===== config.mk =====
export PLATFORM = sky130hd
export DESIGN_NAME = melody_sequencer
export DESIGN_NICKNAME = d
export VERILOG_FILES = /design/src/rtl/sound_pkg.sv /design/src/rtl/melody_sequencer_rom.sv /design/src/rtl/melody_sequencer.sv
export SDC_FILE = /design/constraint.sdc
export NUM_CORES = 1
export LEC_CHECK = 0
export ABC_AREA = 1
export BUFFER_PORTS_ARGS = -buffer_cell sky130_fd_sc_hd__clkbuf_2
export CORE_UTILIZATION = 63
export DETAILED_ROUTE_END_ITERATION = 10
export GPL_TIMING_DRIVEN = 0
export HOLD_SLACK_MARGIN = 0.08
export PLACE_DENSITY = 0.77
export SLEW_MARGIN = 20
export SYNTH_ARGS = -nofsm -noshare
export SYNTH_HDL_FRONTEND = slang
export SYNTH_HIERARCHICAL = 1
export SYNTH_SLANG_ARGS = --single-unit

===== constraint.sdc =====
create_clock -name clk -period 3.5 [get_ports clk]
set_input_delay 0.7 -clock clk [delete_from_list [all_inputs] [get_ports clk]]
set_output_delay 0.7 -clock clk [all_outputs]
set_load 0.02 [all_outputs]

===== src/rtl/sound_pkg.sv =====
// rtl/sound_pkg.sv - shared note/entry definitions and sequencer state encoding
package sound_pkg;

    localparam int NOTE_W  = 5;
    localparam int DUR_W   = 4;
    localparam int ENTRY_W = NOTE_W + DUR_W;
    localparam logic [NOTE_W-1:0] REST = 5'd0;

    localparam int NOTE_HI = 8;
    localparam int NOTE_LO = 4;
    localparam int DUR_HI  = 3;
    localparam int DUR_LO  = 0;

    typedef enum logic [2:0] {
        ST_IDLE  = 3'd0,
        ST_LOAD  = 3'd1,
        ST_CHECK = 3'd2,
        ST_PLAY  = 3'd3,
        ST_GAP   = 3'd4,
        ST_END   = 3'd5
    } state_t;

    function automatic logic [ENTRY_W-1:0] ent(input logic [NOTE_W-1:0] n, input logic [DUR_W-1:0] d);
        return {n, d};
    endfunction

endpackage


===== src/rtl/melody_sequencer_rom.sv =====
// rtl/melody_sequencer_rom.sv - song_rom: registered case-table melody store
module song_rom
    import sound_pkg::*;
#(
    parameter int SONG_LEN = 32,
    parameter int SONG_SEL = 0
) (
    input  logic                        clk,
    input  logic [$clog2(SONG_LEN)-1:0] addr,
    output logic [ENTRY_W-1:0]          data
);

    logic [31:0]        a;
    logic [ENTRY_W-1:0] word;

    assign a = 32'(addr);

    // Table 0 is the product melody; tables 1 and 2 are short bring-up songs.
    always_comb begin
        word = '0;
        case (SONG_SEL)
            1: begin
                case (a)
                    32'd0:   word = ent(5'd3, 4'd1);
                    32'd1:   word = ent(5'd7, 4'd2);
                    default: word = ent(5'd0, 4'd0);
                endcase
            end
            2: begin
                case (a)
                    32'd0:   word = ent(5'd5, 4'd1);
                    32'd1:   word = ent(5'd9, 4'd1);
                    32'd2:   word = ent(5'd12, 4'd1);
                    32'd3:   word = ent(5'd17, 4'd1);
                    default: word = ent(5'd0, 4'd0);
                endcase
            end
            default: begin
                case (a)
                    32'd0:   word = ent(5'd5, 4'd2);
                    32'd1:   word = ent(5'd5, 4'd2);
                    32'd2:   word = ent(5'd6, 4'd2);
                    32'd3:   word = ent(5'd8, 4'd2);
                    32'd4:   word = ent(5'd8, 4'd2);
                    32'd5:   word = ent(5'd6, 4'd2);
                    32'd6:   word = ent(5'd5, 4'd2);
                    32'd7:   word = ent(5'd3, 4'd2);
                    32'd8:   word = ent(5'd1, 4'd2);
                    32'd9:   word = ent(5'd1, 4'd2);
                    32'd10:  word = ent(5'd3, 4'd2);
                    32'd11:  word = ent(5'd5, 4'd2);
                    32'd12:  word = ent(5'd5, 4'd3);
                    32'd13:  word = ent(5'd3, 4'd1);
                    32'd14:  word = ent(5'd3, 4'd4);
                    default: word = ent(5'd0, 4'd0);
                endcase
            end
        endcase
    end

    always_ff @(posedge clk) begin
        data <= word;
    end

endmodule


===== src/rtl/melody_sequencer.sv =====
// rtl/melody_sequencer.sv - steps the song ROM and drives the tone generator note code
module melody_sequencer
    import sound_pkg::*;
#(
    parameter int SONG_LEN = 32,
    parameter int TICK_DIV = 5_000_000,
    parameter int GAP_CYC  = 500_000,
    parameter int SONG_SEL = 0
) (
    input  logic                        clk,
    input  logic                        rst_n,
    input  logic                        start,
    input  logic                        stop,
    input  logic                        loop_en,
    output logic [NOTE_W-1:0]           note,
    output logic                        playing,
    output logic                        done,
    output logic [$clog2(SONG_LEN)-1:0] step_idx
);

    localparam int     AW       = $clog2(SONG_LEN);
    localparam longint PLAY_MAX = 15 * longint'(TICK_DIV) - 1;
    localparam longint GAP_MAX  = (GAP_CYC > 0) ? longint'(GAP_CYC) - 1 : 0;
    localparam longint CNT_MAX  = (PLAY_MAX > GAP_MAX) ? PLAY_MAX : GAP_MAX;
    localparam int     CW       = $clog2(CNT_MAX + 1);

    state_t             state;
    state_t             adv_state;
    logic [AW-1:0]      idx;
    logic [AW-1:0]      adv_idx;
    logic [CW-1:0]      cnt;
    logic [ENTRY_W-1:0] rom_data;
    logic [NOTE_W-1:0]  rom_note;
    logic [DUR_W-1:0]   rom_dur;

    song_rom #(
        .SONG_LEN (SONG_LEN),
        .SONG_SEL (SONG_SEL)
    ) u_rom (
        .clk  (clk),
        .addr (idx),
        .data (rom_data)
    );

    assign rom_note = rom_data[NOTE_HI:NOTE_LO];
    assign rom_dur  = rom_data[DUR_HI:DUR_LO];

    // Leaving PLAY/GAP: the last ROM slot counts as end of song even without a marker.
    always_comb begin
        adv_state = ST_LOAD;
        adv_idx   = idx + AW'(1);
        if (idx == '1) begin
            adv_state = ST_END;
            adv_idx   = idx;
        end
    end

    always_ff @(posedge clk) begin
        if (!rst_n || stop) begin
            state <= ST_IDLE;
            idx   <= '0;
            cnt   <= '0;
            note  <= REST;
        end else begin
            case (state)
                ST_IDLE: begin
                    note <= REST;
                    if (start) begin
                        idx   <= '0;
                        state <= ST_LOAD;
                    end
                end
                ST_LOAD: begin
                    state <= ST_CHECK;
                end
                ST_CHECK: begin
                    if (rom_dur == '0) begin
                        state <= ST_END;
                    end else begin
                        note  <= rom_note;
                        cnt   <= CW'(longint'(rom_dur) * longint'(TICK_DIV) - 1);
                        state <= ST_PLAY;
                    end
                end
                ST_PLAY: begin
                    if (cnt == '0) begin
                        note <= REST;
                        if (GAP_CYC > 0) begin
                            cnt   <= CW'(GAP_MAX);
                            state <= ST_GAP;
                        end else begin
                            idx   <= adv_idx;
                            state <= adv_state;
                        end
                    end else begin
                        cnt <= cnt - CW'(1);
                    end
                end
                ST_GAP: begin
                    if (cnt == '0) begin
                        idx   <= adv_idx;
                        state <= adv_state;
                    end else begin
                        cnt <= cnt - CW'(1);
                    end
                end
                ST_END: begin
                    idx   <= '0;
                    state <= loop_en ? ST_LOAD : ST_IDLE;
                end
                default: begin
                    state <= ST_IDLE;
                end
            endcase
        end
    end

    // A looping END cycle still counts as playing so the flag stays high across the wrap.
    assign playing  = (state == ST_LOAD) || (state == ST_CHECK) || (state == ST_PLAY) ||
                      (state == ST_GAP) || ((state == ST_END) && loop_en);
    assign done     = (state == ST_END) && !loop_en && !stop;
    assign step_idx = idx;

endmodule

==> results of run 1 <==
## cells in the mapped netlist, types with 2 or more instances
master,count,area [µm²]
a21oi_1,55,275
a21oi_2,5,43.8
a22oi_1,4,30.0
a31oi_1,4,25.0
buf_2,3,15.0
buf_4,3,22.5
clkbuf_1,6,22.5
dfxtp_1,47,941
fa_1,2,40.0
ha_1,34,425
inv_1,72,270
inv_2,13,48.8
nand2_1,121,454
nand2_2,17,106
nand2_4,4,45.0
nand3_1,52,260
nand3_2,2,20.0
nand3b_1,2,15.0
nand4_1,5,31.3
nor2_1,62,233
nor2_2,15,93.8
nor2_4,6,67.6
nor3_1,13,65.1
nor3_2,3,30.0
o211ai_1,2,15.0
o21ai_0,33,165
o21ai_1,7,35.0
o21bai_1,2,15.0
o21bai_2,2,22.5
o22ai_1,2,12.5
or2_1,5,31.3
or2_2,2,12.5
or2_4,2,17.5
xnor2_1,9,78.8
xor2_1,20,175
## state kept, by name, indices dropped and copies added (netlist names)
name        cells
cnt            27
state           3
u_rom/data      7
step_idx        5
note            5
## critical path: stages, from the launching register on
cell and delay [ns]:
dfxtp_4 0.42, inv_2 0.08, ha_1 0.31, inv_1 0.07, fa_1 0.50, inv_1 0.04
ha_1 0.34, nand2_1 0.08, nand2_1 0.09, inv_2 0.07, nand2_1 0.06, nand2_1 0.08
and2_4 0.16, nand3_2 0.11, nor2_4 0.19, inv_2 0.07, o21bai_1 0.13, nand3_1 0.13
o21ai_1 0.12, a21oi_1 0.07
## final timing paths
path | startpoint | cells past startpoint | slack [ns] | end
min | note[2]$_SDFFE_PP0P_ | 2 | 0.47 | note[2]$_SDFFE_PP0P_
max | u_rom/data[2]$_SDFF_PP0_ | 19 | 0.25 | cnt[17]$_SDFFE_PP0P_
min reg2reg | note[2]$_SDFFE_PP0P_ | 2 | 0.47 | note[2]$_SDFFE_PP0P_
max reg2reg | u_rom/data[2]$_SDFF_PP0_ | 19 | 0.25 | cnt[17]$_SDFFE_PP0P_
## repair_timing
action / in CTS / in global routing
setup endpoints to repair: 9 / 11
hold buffers: 0 / 0
gates resized for setup: 1 / 5
pin swaps: 0 / 3
buffers inserted: 0 / 3
## routing by layer
layer	GRT usage [%]	up-vias
met3	2.95	13
met1	41.0	1923
met2	48.6	97
li1	-	2171
met5	0	-
met4	7.09	0
## cell families (layout without fill, tap and decap cells)
family | count (synthesis) | in the layout | share of synthesized area, %
XOR/XNOR | 29 | 29 | 5.92
AND/OR/NAND/NOR | 318 | 318 | 36.5
other | 1 | 2 | 0.0873
flip-flops | 47 | 47 | 21.9
adder cells (fa/ha/maj) | 36 | 36 | 10.8
AO/OA/AOI/OAI | 120 | 120 | 15.8
buffers and inverters | 98 | 125 | 8.92
## stage by stage
| stage | hold slack [ns] | power [mW] |
|---|---|---|
| floorplan | 0.431 | 0.746 |
| global placement | 0.449 | 0.785 |
| detailed placement | 0.454 | 0.789 |
| CTS | 0.469 | 1.22 |
| global route | 0.483 | 1.26 |
| finish | 0.469 | 1.22 |
## area by class of cell
class                           instances  area share (%)
Clock inverter                          2           0.838
Clock buffer                            6            1.78
Inverter                               86            6.97
Sequential cell                        47            20.4
Multi-Input combinational cell        505            64.4
Buffer                                 12            1.30
Timing Repair Buffer                   19            2.22
Tap cell                               77            2.08
## where the power goes
part / total (mW) / switching (mW) / internal [mW]
Combinational: 0.236 / 0.150 / 0.0868
Clock: 0.441 / 0.206 / 0.235
Sequential: 0.547 / 0.00721 / 0.540
Total: 1.22 / 0.363 / 0.862
==> reports/qor.yml, run 1 <==
outcome:
  status: "finished clean"
sta:
  finalSetupTns_ns: 0
  rsz0062_at_grt: "false"
  setup_ws_ns: 0.246
  fin_skew_ns: 0.00633
  fmax_ghz: 0.307
  maxSlewViolCount: 0
  slew_headroom_pct: 55.3
  setup_viol: 0
  finalHoldViolations: 0
  post-route-min-period_ns: 3.25
  period_share_pct: 93.0
  worstMarginPinSlew_ns: 0.668
floorplanning:
  die_area_um2: 7150
  row_count: 29
  fp.dieW_um: 84.6
  core_um2: 6460
  start_util_pct: 66.5
  fp.dieH_um: 84.6
  ioPinCount: 17
final_layout:
  layout_commonest_cell: "nand2_1"
  syn2layout_area_growth_pct: 7.84
  drive_above_1_share_pct: 17.0
  multi_input_comb_area_um2: 2980
  post-route-util_pct: 71.7
  fill_cells: 565
  design_area_um2: 4630
  fin_cells: 754
  final_cell_mix: "nand2_1, inv_1, nor2_1"
  layout.nets: 717
  diodes: 0
  seq_area_um2: 946
flow_run:
  maxCapViolCount: 0
setup_path:
  required_ns: 3.68
  arrival_ns: 3.44
  crit_fanout: 9
  cp-end-kind: "register"
  path_class: "register to register"
  cp-start-kind: "register"
grt:
  overflow: 0
  grt_pass1_vias: 3807
  track_usage_pct: 29.3
  antenna_found_initial: 0
  grt_max_degree: 16
  grt_pass1_wl_um: 17200
logic_synthesis:
  synth_area_um2: 4290
  async_flop_share_pct: 0
  ys.warnings.count: 13
  dominantRegCellSynth: "dfxtp_1"
  synth_edf_count: 0
  syn_avg_cell_area_um2: 6.62
  yosys.cell_types.count: 48
  ys_seq_area_share_pct: 21.9
  syn-instance-count: 649
  synth_seq_cells: 47
routing:
  met3_length_um: 459
  routed.top_layer: "met4"
  via_per_inst: 5.58
  vias: 4204
  route.detailed.drc: 0
  wl_per_cell_um: 13.6
  routed_wl_um: 10200
  drtPass1Iterations: 5
  ant_nets: 0
  drtIter0Drc: 264
  wl_met1_um: 5030
  met2_length_um: 4580
cts:
  htree_levels: 2
  clockBufferDepth: 2
  cts_tree: "done"
  numCtsBuffers: 5
  cts.sinks: 47
  root_buffer: "clkbuf_8"
  clock_latency_ns: 0.30
  cts.clk_slew.worst_paths_ns: 0.09
placed_design:
  dp_hpwl_um: 7950
  placed_cells: 743
  gp_congestion: 0.912
  pre_cts_slack_ns: -0.138
  place_area_um2: 4470
  port_buffers: 16
power:
  p_leak_nw: 2.25
  peakVddDrop_mv: 0.180
  powerDensity_nw_per_um2: 264
hold_path:
  hold_class: "register to register"
No activity file was read; power rests on OpenSTA's default activity.
==> inputs of run 2 (changes only) <==
--- a/config.mk
+++ b/config.mk
@@ -7,11 +7,11 @@
 export LEC_CHECK = 0
 export ABC_AREA = 1
 export BUFFER_PORTS_ARGS = -buffer_cell sky130_fd_sc_hd__clkbuf_2
-export CORE_UTILIZATION = 63
+export CORE_UTILIZATION = 68
 export DETAILED_ROUTE_END_ITERATION = 10
 export GPL_TIMING_DRIVEN = 0
 export HOLD_SLACK_MARGIN = 0.08
-export PLACE_DENSITY = 0.77
+export PLACE_DENSITY = 0.83
 export SLEW_MARGIN = 20
 export SYNTH_ARGS = -nofsm -noshare
 export SYNTH_HDL_FRONTEND = slang
==> constraint.sdc (replaced) <==
create_clock -name clk -period 4 [get_ports clk]
set_input_delay 0.8 -clock clk [delete_from_list [all_inputs] [get_ports clk]]
set_output_delay 0.8 -clock clk [all_outputs]
set_load 0.02 [all_outputs]
==> run 2 against run 1 <==
  * Setup slack better by 0.079 ns
  * Sequential cell count did not move
  * Via count increased by 0.36%
  * Largest power group unchanged
==> reports/qor.yml, run 2 (synthesis gave the netlist of run 1 again) <==
grt:
  antenna_found_initial: 0  # unchanged
  grt_pass1_wl_um: 16800  # was 17200 µm
  grt_pass1_vias: 3799  # was 3807
  track_usage_pct: 32.8  # was 29.3%
  grt_max_degree: 16  # unchanged
  overflow: 0  # unchanged
hold_path:
  hold_path.startpoint: "u_rom/data[7]$_SDFF_PP0_"  # was note[2]$_SDFFE_PP0P_
  hold_class: "register to register"  # unchanged
  hold_depth: 2  # unchanged
  hold_end: "note[3]$_SDFFE_PP0P_"  # was note[2]$_SDFFE_PP0P_
setup_path:
  crit_fanout: 11  # was 9
  arrival_ns: 3.85  # was 3.44 ns
  cp-start-kind: "register"  # unchanged
  ff2ff_path_depth: 19  # unchanged
  reg2reg_from: "u_rom/data[2]$_SDFF_PP0_"  # unchanged
  cp-end-kind: "register"  # unchanged
  rr_endpoint: "cnt[17]$_SDFFE_PP0P_"  # unchanged
  r2r_setup_slack_ns: 0.33  # was 0.25 ns
  required_ns: 4.18  # was 3.68 ns
  path_class: "register to register"  # unchanged
final_layout:
  syn2layout_area_growth_pct: 6.96  # was 7.84%
  top_register: "cnt"  # unchanged
  layout_commonest_cell: "nand2_1"  # unchanged
  top_regs: "cnt: 27 flops, u_rom/data: 7 flops"  # unchanged
  final_cell_mix: "nand2_1, inv_1, nor2_1"  # unchanged
  largest_reg_flops: 27  # unchanged
  diodes: 0  # unchanged
  design_area_um2: 4590  # was 4630 µm²
  drive_above_1_share_pct: 15.9  # was 17.0%
  layout.nets: 714  # was 717
sta:
  finalSetupTns_ns: 0  # unchanged
  post-route-min-period_ns: 3.67  # was 3.25 ns
  setup_viol: 0  # unchanged
  period_share_pct: 91.9  # was 93.0%
  fin_skew_ns: 0.00727  # was 0.00633 ns
  finalHoldViolations: 0  # unchanged
  maxSlewViolCount: 0  # unchanged
  worstMarginPinSlew_ns: 0.596  # was 0.668 ns
  fmax_ghz: 0.272  # was 0.307 GHz
  slew_headroom_pct: 60.1  # was 55.3%
  rsz0062_at_grt: "false"  # unchanged
  setup_ws_ns: 0.325  # was 0.246 ns
  holdWs_ns: 0.470  # was 0.469 ns
routing:
  drtPass1Iterations: 5  # unchanged
  ant_nets: 0  # unchanged
  vias: 4219  # was 4204
  routed_wl_um: 10500  # was 10200 µm
  drtIter0Drc: 288  # was 264
  wl_per_cell_um: 14.0  # was 13.6 µm
  via_per_inst: 5.63  # was 5.58
  route.detailed.drc: 0  # unchanged
cts:
  clock_latency_ns: 0.30  # about the same
  cts_tree: "done"  # unchanged
  ctsResizeCount: 0  # was 1
  cts.clk_slew.worst_paths_ns: 0.09  # about the same
  numCtsBuffers: 5  # unchanged
  hold_buffers: 0  # unchanged
  cts_setup_buffers: 0  # unchanged
  cts.sinks: 47  # unchanged
  clockBufferDepth: 2  # unchanged
  htree_levels: 2  # unchanged
  root_buffer: "clkbuf_8"  # unchanged
floorplanning:
  fp.dieW_um: 81.5  # was 84.6 µm
  core_um2: 5990  # was 6460 µm²
  start_util_pct: 71.7  # was 66.5%
  ioPinCount: 17  # unchanged
  row_count: 28  # was 29
  fp.dieH_um: 81.5  # was 84.6 µm
  die_area_um2: 6640  # was 7150 µm²
power:
  peakVddDrop_mv: 0.178  # was 0.180 mV
  powerDensity_nw_per_um2: 232  # was 264 nW/µm²
  finalPower_mw: 1.07  # was 1.22 mW
  p_leak_nw: 2.23  # was 2.25 nW
placed_design:
  dp_hpwl_um: 8140  # was 7950 µm
  place_area_um2: 4470  # about the same
  pre_cts_slack_ns: 0.394  # was -0.138 ns
  port_buffers: 16  # unchanged
  gp_congestion: 0.950  # was 0.912
outcome:
  status: "finished clean"  # unchanged
flow_run:
  maxCapViolCount: 0  # unchanged
[run 2: routing by layer]
metal | wire length [µm] | up-vias | track usage, % | share of wire [%]
li1 | - | 2168 | - | -
met1 | 4790 | 1914 | 42.8 | 46
met2 | 4910 | 118 | 56.2 | 47
met3 | 572 | 19 | 4.44 | 5.5
met4 | 206 | 0 | 9.29 | 2.0
met5 | 0 | - | 0 | 0
[run 2: worst max path at each step]
stage                             startpoint                   end  slack, ns  depth (start not counted)
floorplan           u_rom/data[2]$_SDFF_PP0_  cnt[24]$_SDFFE_PP0P_       0.88                         17
global placement    u_rom/data[2]$_SDFF_PP0_  cnt[17]$_SDFFE_PP0P_       0.43                         19
detailed placement  u_rom/data[2]$_SDFF_PP0_  cnt[17]$_SDFFE_PP0P_       0.39                         19
CTS                 u_rom/data[2]$_SDFF_PP0_  cnt[17]$_SDFFE_PP0P_       0.37                         19
global route        u_rom/data[2]$_SDFF_PP0_  cnt[23]$_SDFFE_PP0P_       0.06                         20
finish              u_rom/data[2]$_SDFF_PP0_  cnt[17]$_SDFFE_PP0P_       0.33                         19
[run 2: area by class of cell]
class,instances,area [µm²]
flip-flops and latches,47,941
clock inverters,2,38.8
fillers,461,1400
plain buffers,12,60.1
multi-input cells,505,2970
well taps,75,93.8
inverters,86,323
clock buffers,6,82.6
repair buffers,16,80.1
[run 2: power by group]
part	switching, mW	internal, mW
logic	0.131	0.0752
registers	0.00651	0.473
clock network	0.175	0.206
[run 2: per-stage QoR]
| stage | cells | util (%) |
|---|---|---|
| 2_1_floorplan | 650 | - |
| 3_3_place_gp | 741 | 74.6 |
| 3_5_place_dp | 741 | 74.6 |
| 4_1_cts | 749 | 76.7 |
| 5_1_grt | 749 | 76.7 |
| 6_report | 749 | 76.7 |
[run 2: critical path, cell delays in order (launching register included)]
cell and delay (ns):
dfxtp_1 0.62, inv_1 0.21, ha_1 0.36, inv_1 0.06, fa_1 0.51, inv_1 0.05, ha_1 0.34, nand2_1 0.08
nand2_1 0.09, inv_2 0.06, nand2_1 0.06, nand2_1 0.07, and2_1 0.18, nand3_1 0.15, nor2_4 0.19, inv_2 0.07
o21bai_1 0.13, nand3_1 0.13, o21ai_1 0.12, a21oi_1 0.07
==> inputs of run 3 (changes only) <==
--- a/config.mk
+++ b/config.mk
@@ -11,7 +11,7 @@
 export DETAILED_ROUTE_END_ITERATION = 10
 export GPL_TIMING_DRIVEN = 0
 export HOLD_SLACK_MARGIN = 0.08
-export PLACE_DENSITY = 0.83
+export PLACE_DENSITY = 0.84
 export SLEW_MARGIN = 20
 export SYNTH_ARGS = -nofsm -noshare
 export SYNTH_HDL_FRONTEND = slang
==> run 3 against run 2 <==
  * Critical path depth is the same
  * Clock skew grew 0.0015 ns
  * Non-clock buffer count is the same
  * Total power shrank 1.6%
  * Register-to-register slack lost 0.09 ns
  * Clock power shrank 4%
  * Core utilization shrank 0.10 points
  * Clock-buffer cell count shrank 1
  * Cell area shrank 0.14%
  * Sequential cell count is the same
  * Critical path type unchanged
==> reports/qor.yml, run 3 (synthesis gave the netlist of run 1 again) <==
outcome:
  status: "finished clean"  # unchanged
final_layout:
  multi_input_comb_area_um2: 2970  # unchanged
  largest_reg_flops: 27  # unchanged
  design_area_um2: 4590  # about the same
  top_register: "cnt"  # unchanged
  top_regs: "cnt: 27 flops, u_rom/data: 7 flops"  # unchanged
  fill_cells: 472  # was 461
  fin_cells: 749  # unchanged
  diodes: 0  # unchanged
  syn2layout_area_growth_pct: 6.82  # was 6.96%
  final_cell_mix: "nand2_1, inv_1, nor2_1"  # unchanged
  layout.nets: 714  # unchanged
  layout_commonest_cell: "nand2_1"  # unchanged
  seq_area_um2: 941  # unchanged
  drive_above_1_share_pct: 15.9  # unchanged
placed_design:
  placed_cells: 741  # unchanged
  place_area_um2: 4470  # unchanged
  gp_congestion: 0.948  # was 0.950
  port_buffers: 16  # unchanged
  dp_hpwl_um: 8000  # was 8140 µm
power:
  clkPwrFrac_pct: 34.8  # was 35.7%
  pwr-share-seq_pct: 45.7  # was 44.9%
  p_int_mw: 0.737  # was 0.754 mW
  p_leak_nw: 2.22  # was 2.23 nW
  combPwrFrac_pct: 19.5  # was 19.4%
  switching_share_pct: 29.8  # was 29.3%
  peakVddDrop_mv: 0.179  # was 0.178 mV
  powerDensity_nw_per_um2: 229  # was 232 nW/µm²
  switchingPower_mw: 0.313  # about the same
floorplanning:
  die_area_um2: 6640  # unchanged
  core_um2: 5990  # unchanged
  fp.dieW_um: 81.5  # unchanged
  start_util_pct: 71.7  # unchanged
  fp.dieH_um: 81.5  # unchanged
  ioPinCount: 17  # unchanged
  row_count: 28  # unchanged
sta:
  maxSlewViolCount: 0  # unchanged
  slew_headroom_pct: 57.4  # was 60.1%
  fmax_ghz: 0.266  # was 0.272 GHz
  period_share_pct: 94.0  # was 91.9%
  finalHoldViolations: 0  # unchanged
  fin_skew_ns: 0.00874  # was 0.00727 ns
  worstMarginPinSlew_ns: 0.635  # was 0.596 ns
  setup_viol: 0  # unchanged
  post-route-min-period_ns: 3.76  # was 3.67 ns
  rsz0062_at_grt: "false"  # unchanged
  finalSetupTns_ns: 0  # unchanged
cts:
  hold_buffers: 0  # unchanged
  ctsResizeCount: 0  # unchanged
  cts.sinks: 47  # unchanged
  htree_levels: 2  # unchanged
  cts_tree: "done"  # unchanged
  clock_latency_ns: 0.31  # was 0.30 ns
  root_buffer: "clkbuf_8"  # unchanged
  cts.clk_slew.worst_paths_ns: 0.10  # was 0.09 ns
  cts_setup_buffers: 0  # unchanged
  numCtsBuffers: 5  # unchanged
  clockBufferDepth: 2  # unchanged
setup_path:
  startpoint: "u_rom/data[2]$_SDFF_PP0_"  # unchanged
  arrival_ns: 3.94  # was 3.85 ns
  crit_end: "cnt[17]$_SDFFE_PP0P_"  # unchanged
  required_ns: 4.18  # about the same
  ff2ff_path_depth: 19  # unchanged
  crit_fanout: 11  # unchanged
  reg2reg_from: "u_rom/data[2]$_SDFF_PP0_"  # unchanged
  path_class: "register to register"  # unchanged
  r2r_setup_slack_ns: 0.24  # was 0.33 ns
  rr_endpoint: "cnt[17]$_SDFFE_PP0P_"  # unchanged
  cp-start-kind: "register"  # unchanged
  cp-end-kind: "register"  # unchanged
routing:
  drtPass1Iterations: 4  # was 5
  route.detailed.drc: 0  # unchanged
  drtIter0Drc: 282  # was 288
  vias: 4297  # was 4219
  ant_nets: 0  # unchanged
  via_per_inst: 5.74  # was 5.63
  wl_per_cell_um: 13.7  # was 14.0 µm
  routed_wl_um: 10200  # was 10500 µm
hold_path:
  hold_class: "register to register"  # unchanged
grt:
  grt_pass1_wl_um: 16900  # was 16800 µm
  track_usage_pct: 32.8  # about the same
  overflow: 0  # unchanged
  grt_pass1_vias: 3725  # was 3799
  grt_max_degree: 17  # was 16
  antenna_found_initial: 0  # unchanged
flow_run:
  maxCapViolCount: 0  # unchanged
==> run 3: power by group through the flow <==
stage,combinational [mW],sequential (mW),clock [mW]
final,0.205,0.480,0.365
after global placement,0.196,0.490,0
after global routing,0.226,0.480,0.383
after detailed placement,0.199,0.490,0
after CTS,0.202,0.479,0.364
after floorplan,0.163,0.489,0
==> run 3: metal layers <==
layer	GRT usage, %	vias to the layer above	share of wire (%)
met4	7.68	0	1.7
met5	0	-	0
met3	5.78	16	6.6
met2	54.4	154	46
li1	-	2162	-
met1	44.0	1965	45
==> run 3: how the worst min path moves through the flow <==
| stage | start | endpoint | slack, ns | cells past startpoint |
|---|---|---|---|---|
| CTS | cnt[0]$_SDFFE_PP0P_ | cnt[0]$_SDFFE_PP0P_ | 0.47 | 1 |
| finish | cnt[0]$_SDFFE_PP0P_ | cnt[0]$_SDFFE_PP0P_ | 0.47 | 1 |
| global placement | cnt[0]$_SDFFE_PP0P_ | cnt[0]$_SDFFE_PP0P_ | 0.45 | 1 |
| global route | note[3]$_SDFFE_PP0P_ | note[3]$_SDFFE_PP0P_ | 0.49 | 2 |
| floorplan | cnt[0]$_SDFFE_PP0P_ | cnt[0]$_SDFFE_PP0P_ | 0.43 | 1 |
| detailed placement | cnt[0]$_SDFFE_PP0P_ | cnt[0]$_SDFFE_PP0P_ | 0.46 | 1 |
==> run 3: critical path, cell delays in order, from the launching register on <==
cell and delay, ns:
dfxtp_1 0.65, inv_1 0.23, ha_1 0.36, inv_1 0.06, fa_1 0.50, inv_1 0.04, ha_1 0.35, nand2_1 0.08
nand2_1 0.09, inv_2 0.07, nand2_1 0.07, nand2_1 0.08, and2_1 0.18, nand3_1 0.16, nor2_4 0.20, inv_2 0.08
o21bai_1 0.13, nand3_1 0.12, o21ai_1 0.12, a21oi_1 0.07
==> run 3: area by class of cell <==
cell class	count	share of cell area, %
Multi-Input combinational cell	505	64.8
Sequential cell	47	20.5
Inverter	86	7.04
Tap cell	75	2.05
Timing Repair Buffer	16	1.75
Clock buffer	5	1.50
Buffer	12	1.31
Clock inverter	3	1.01
==> run 3: stage by stage <==
stage                     util (%)  hold slack [ns]  setup slack [ns]  power [mW]
after floorplan                  -            0.431             0.884       0.652
after global placement        74.6            0.448             0.439       0.686
after detailed placement      74.6            0.457             0.354       0.689
after CTS                     76.6            0.470             0.314        1.05
after global routing          76.6            0.488           0.00233        1.09
final                         76.6            0.466             0.240        1.05
